## src/rtl/fp_mul_pipe.sv

```systemverilog
// fp_mul_pipe: pipelined parametrised FP multiplier with flush-to-zero, five rounding modes and valid/ready flow control
module fp_mul_pipe #(
    parameter int EXP_W = 8,
    parameter int FRC_W = 23
) (
    input  logic                 clk,
    input  logic                 rst_n,
    input  logic                 in_valid,
    output logic                 in_ready,
    input  logic [EXP_W+FRC_W:0] fp_X,
    input  logic [EXP_W+FRC_W:0] fp_Y,
    input  logic [2:0]           r_mode,
    output logic                 out_valid,
    input  logic                 out_ready,
    output logic [EXP_W+FRC_W:0] fp_Z,
    output logic                 ovrf,
    output logic                 udrf
);
    localparam int W = 1 + EXP_W + FRC_W;
    localparam int P = 2 * FRC_W + 2;
    localparam int E = EXP_W + 2;
    localparam logic [EXP_W-1:0] EONES = '1;
    localparam logic [EXP_W-1:0] EMAXF = {{(EXP_W-1){1'b1}}, 1'b0};
    localparam logic [E-1:0] BIAS = E'((1 << (EXP_W - 1)) - 1);

    logic adv, v0, v1, v2;
    logic [W-1:0] x0, y0;
    logic [2:0] m0, m1, m2;
    logic s1, nan1, inf1, zer1, s2, nan2, inf2, zer2;
    logic [P-1:0] prod1;
    logic [E-1:0] exp1, exp2;
    logic [FRC_W-1:0] frc2;

    assign adv = !out_valid || out_ready;
    assign in_ready = adv;

    // S1: classify the registered operands
    logic [EXP_W-1:0] ex, ey;
    logic [FRC_W-1:0] fx, fy;
    logic x_z, y_z, x_i, y_i, x_n, y_n;
    assign ex = x0[W-2 -: EXP_W];
    assign ey = y0[W-2 -: EXP_W];
    assign fx = x0[FRC_W-1:0];
    assign fy = y0[FRC_W-1:0];
    assign x_z = ex == '0;
    assign y_z = ey == '0;
    assign x_i = ex == EONES && fx == '0;
    assign y_i = ey == EONES && fy == '0;
    assign x_n = ex == EONES && fx != '0;
    assign y_n = ey == EONES && fy != '0;

    // S2: normalise, guard/sticky, rounding increment
    logic norm, grd, stk, inc;
    logic [FRC_W-1:0] frc;
    logic [FRC_W:0] rnd;
    assign norm = prod1[P-1];
    assign frc = norm ? prod1[P-2 -: FRC_W] : prod1[P-3 -: FRC_W];
    assign grd = norm ? prod1[FRC_W] : prod1[FRC_W-1];
    assign stk = norm ? |prod1[FRC_W-1:0] : |prod1[FRC_W-2:0];
    assign inc = m1 == 3'd1 ? 1'b0 :
                 m1 == 3'd2 ? s1 & (grd | stk) :
                 m1 == 3'd3 ? !s1 & (grd | stk) :
                 m1 == 3'd4 ? grd : grd & (stk | frc[0]);
    assign rnd = {1'b0, frc} + {{FRC_W{1'b0}}, inc};

    // S3: range checks and special-value selection
    logic ovf, unf, spec, to_max;
    logic [W-1:0] z_n;
    assign ovf = !exp2[E-1] && exp2[E-2:0] >= {1'b0, EONES};
    assign unf = exp2[E-1] || exp2 == '0;
    assign spec = nan2 || inf2 || zer2;
    assign to_max = m2 == 3'd1 || (m2 == 3'd2 && !s2) || (m2 == 3'd3 && s2);
    assign z_n = nan2 ? {1'b0, EONES, 1'b1, {(FRC_W-1){1'b0}}} :
                 inf2 ? {s2, EONES, {FRC_W{1'b0}}} :
                 zer2 ? {s2, {(W-1){1'b0}}} :
                 ovf ? (to_max ? {s2, EMAXF, {FRC_W{1'b1}}} : {s2, EONES, {FRC_W{1'b0}}}) :
                 unf ? {s2, {(W-1){1'b0}}} : {s2, exp2[EXP_W-1:0], frc2};

    always_ff @(posedge clk or negedge rst_n) begin
        if (!rst_n) begin
            {v0, v1, v2, out_valid} <= '0;
            fp_Z <= '0;
            ovrf <= 1'b0;
            udrf <= 1'b0;
        end else if (adv) begin
            v0 <= in_valid;
            v1 <= v0;
            v2 <= v1;
            out_valid <= v2;
            fp_Z <= z_n;
            ovrf <= !spec && ovf;
            udrf <= !spec && !ovf && unf;
        end
    end

    always_ff @(posedge clk) begin
        if (adv) begin
            x0 <= fp_X;
            y0 <= fp_Y;
            m0 <= r_mode;
            s1 <= x0[W-1] ^ y0[W-1];
            nan1 <= x_n || y_n || (x_i && y_z) || (y_i && x_z);
            inf1 <= x_i || y_i;
            zer1 <= x_z || y_z;
            prod1 <= P'({1'b1, fx}) * P'({1'b1, fy});
            exp1 <= {2'b00, ex} + {2'b00, ey} - BIAS;
            m1 <= m0;
            s2 <= s1;
            nan2 <= nan1;
            inf2 <= inf1;
            zer2 <= zer1;
            exp2 <= exp1 + E'(norm) + E'(rnd[FRC_W]);
            frc2 <= rnd[FRC_W-1:0];
            m2 <= m1;
        end
    end
endmodule

```

## config.mk

```make
export PLATFORM = sky130hd
export DESIGN_NAME = fp_mul_pipe
export DESIGN_NICKNAME = d
export VERILOG_FILES = /design/src/rtl/fp_mul_pipe.sv
export SDC_FILE = /design/constraint.sdc
export NUM_CORES = 2
export LEC_CHECK = 0
export CORE_MARGIN = 2
export CORE_UTILIZATION = 40
export CTS_CLUSTER_DIAMETER = 40
export DETAILED_ROUTE_END_ITERATION = 12
export GPL_TIMING_DRIVEN = 0
export RECOVER_POWER = 25
export SLEW_MARGIN = 20
export SYNTH_ARGS = -nofsm -noshare
export SYNTH_HDL_FRONTEND = slang
export SYNTH_SLANG_ARGS = --single-unit
```

## constraint.sdc

```tcl
create_clock -name clk -period 13.15 [get_ports clk]
set_input_delay 1.315 -clock clk [delete_from_list [all_inputs] [get_ports clk]]
set_output_delay 1.315 -clock clk [all_outputs]
set_load 0.01 [all_outputs]
```

==> impl_metrics.toml <==
[outcome]
outcome = "finished, final reports clean"

[drt]
wire_per_inst_um = 21.8
firstDrtPassIters = 5
remaining_drc_errors = 0
routed-via-count = 19900
vias_per_cell = 5.17
first_iter_violations = 1311
routed_wl_mm = 83.9
ant_nets = 0

[worst_setup_path]
crit_family = "adder cells"
critPathBufInv = 7
critPathArrivalTime_ps = 8720
ff2ff_path_depth = 24
worst_setup_path_end_kind = "flip-flop"
cpPeakStageDelay_ps = 700
r2r-start = "y0[12]"
slowest_stage = "clkbuf_1"
path_cells = "clkbuf_1 > clkbuf_1 > nand2_1 > fa_1 > inv_1 > fa_1 > inv_1 > fa_1 > inv_1 > fa_1 > fa_1 > fa_1 > inv_1 > fa_1 > inv_1 > ha_1 > nand2_1 > nor2b_1 > nand3_1 > a2111oi_4 > nor2_2 > o41ai_2 > o22ai_1 > xnor2_1"
crit_fanout = 10
crit_path_start_kind = "flip-flop"
r2r_slack_ps = 4710
reg2reg_to = "prod1[43]"
cp.required_ps = 13430
crit_type = "flip-flop to flip-flop"
cp_common_cell = "fa_1"

[die]
fp.dieW_um = 266
fp-row-count = 96
ios = 107
dieArea_sq_um = 70700
die-height_um = 266
start_util_pct = 40.2
fp.coreArea_sq_um = 68200

[yosys]
yosysSeqAreaShare_pct = 22.3
yosys_warnings = 0
synthDistinctLibCells = 66
syn_avg_cell_area_sq_um = 9.84
syn_area_sq_um = 27400
synth_fp_nets = 3533
async_flop_share_pct = 18.1
synth_edf_count = 172
synth_ff_type = "edfxtp_1"
synthCells = 2787
synth-seq-cells = 210

[clock_network]
post-cts-setup-buffers = 0
worstSkewPairLatency_ps = 580
clk_pin_slew_ps = 50
cts_tree = "built"
root_buffer = "clkbuf_16"
cts_resized = 0
htreeDepth = 2
clockBufferDepth = 3
numCtsBuffers = 39
cts.sinks = 210
ctsHoldBuffers = 0

[final_layout]
mostFrequentLayoutCells = "inv_1 (602), fa_1 (484), nand2_1 (356)"
drive_gt1_share_pct = 2.96
fillers = 6449
fin_nets = 3687
multi_input_area_sq_um = 18600
area_growth_pct = 13.5
register_area_sq_um = 6120
final_common_cell = "inv_1"

[sta]
hold_violations = 0
worstMarginPinSlew_ps = 1370
slew_headroom_pct = 8.33
finalSetupViolCount = 0
drv_slew = 0
max_freq_ghz = 0.118
tns_ps = 0
rsz0062_at_grt = "no"
period_needed_ps = 8440
finClkSkew_ps = 43.7
post-route-period-util_pct = 64.2

[global_routing]
grt_pass1_vias = 21100
antenna_found_initial = 5
grt_pass1_wl_mm = 128
gr-total-overflow = 0
grt_usage_pct = 24.4
grt_max_degree = 37

[min_path]
min_path_type = "flip-flop to flip-flop"
hp-start = "nan1"
hold_path_end = "nan2"
min_path_cells = 0

[placed_design]
hpwl_mm = 67.9
gp_congestion = 1.02
io_buffers = 106

[job]
maxCapViolCount = 0
[logic make-up (layout without fill, tap and decap cells)]
| logic type | Yosys count | after routing | synth area share, % |
|---|---|---|---|
| compound gates | 256 | 256 | 5.83 |
| xor+xnor | 89 | 89 | 2.84 |
| fa+ha+maj | 675 | 675 | 44.0 |
| buf+inv | 734 | 917 | 10.1 |
| flops | 210 | 210 | 22.3 |
| mux | 10 | 10 | 0.379 |
| other cells | 0 | 1 | 0 |
| simple gates | 813 | 813 | 14.6 |
[area by class of cell]
cell class / instances / area share, %
well taps: 882 / 3.55
flip-flops and latches: 210 / 19.7
multi-input cells: 1843 / 59.6
diodes: 1 / 0.00804
inverters: 606 / 7.31
repair buffers: 113 / 3.84
plain buffers: 128 / 1.56
clock buffers: 50 / 3.36
clock inverters: 20 / 1.11
[flip-flops by register name, indices dropped and copies added, names as in the netlist, 3 cells and up]
name / cells
y0: 32
prod1: 48
exp2: 10
x0: 32
m1: 3
frc2: 23
m0: 3
fp_Z: 32
m2: 3
exp1: 10
[worst max-delay path by stage]
stage / from / to / slack [ps] / cells past startpoint
after detailed placement: x0[21] / prod1[43] / 4800 / 23
after global routing: x0[21] / prod1[43] / 4400 / 23
final: y0[12] / prod1[43] / 4710 / 24
after CTS: x0[21] / prod1[43] / 4750 / 23
after global placement: out_ready / in_ready / 1150 / 6
after floorplan: out_ready / in_ready / 5330 / 4
[cells in the mapped netlist (3+ instances only)]
library cell | n | area, sq um
o21ai_1 | 6 | 30.0
edfxtp_1 | 172 | 5160
clkbuf_1 | 123 | 462
and2_1 | 255 | 1600
o221ai_1 | 3 | 26.3
fa_1 | 484 | 9690
a21o_1 | 18 | 135
a21oi_1 | 96 | 480
clkinv_1 | 3 | 11.3
mux2i_1 | 7 | 70.1
a31oi_1 | 12 | 75.1
o21ai_0 | 59 | 295
nand4_1 | 30 | 188
buf_1 | 3 | 11.3
and3_1 | 13 | 81.3
nor2b_1 | 12 | 75.1
a41oi_1 | 4 | 35.0
a211oi_1 | 9 | 67.6
nor2_1 | 71 | 267
o21a_1 | 3 | 22.5
o211ai_1 | 5 | 37.5
o21bai_1 | 12 | 90.1
nor3_1 | 10 | 50.1
a22o_1 | 4 | 35.0
xnor2_1 | 59 | 517
dfrtp_1 | 38 | 951
inv_1 | 602 | 2260
o31ai_1 | 3 | 22.5
nand2b_1 | 4 | 25.0
nor4_1 | 20 | 125
nor3b_1 | 4 | 30.0
nand2_1 | 356 | 1340
xor2_1 | 30 | 263
ha_1 | 191 | 2390
nand3_1 | 27 | 135
[metrics by stage]
| step | utilization [%] | setup slack, ps | hold WS [ps] | instances | cell area [sq um] |
|---|---|---|---|---|---|
| 6_report | 45.6 | 4710 | 395 | 3853 | 31100 |
| 5_1_grt | 45.6 | 4400 | 409 | 3852 | 31100 |
| 4_1_cts | 45.6 | 4750 | 400 | 3852 | 31100 |
| 3_5_place_dp | 43.6 | 4800 | 405 | 3782 | 29700 |
| 3_3_place_gp | 43.4 | 1150 | 402 | 3775 | 29600 |
| 2_1_floorplan | - | 5330 | 400 | 2787 | 27400 |
[metal layers]
metal  GRT usage [%]  wire length [um]  vias to the layer above  share of wire [%]
met4            11.3              4340                        0                5.2
met3            4.14              6470                      194                7.7
met5               0                 0                        -                  0
met1            31.8             34300                    10000                 41
li1                -                 -                     8888                  -
met2            40.0             38800                      808                 46
Power is not shown: default switching activity piles up to over one toggle a cycle in this logic, so the estimate is an artifact.
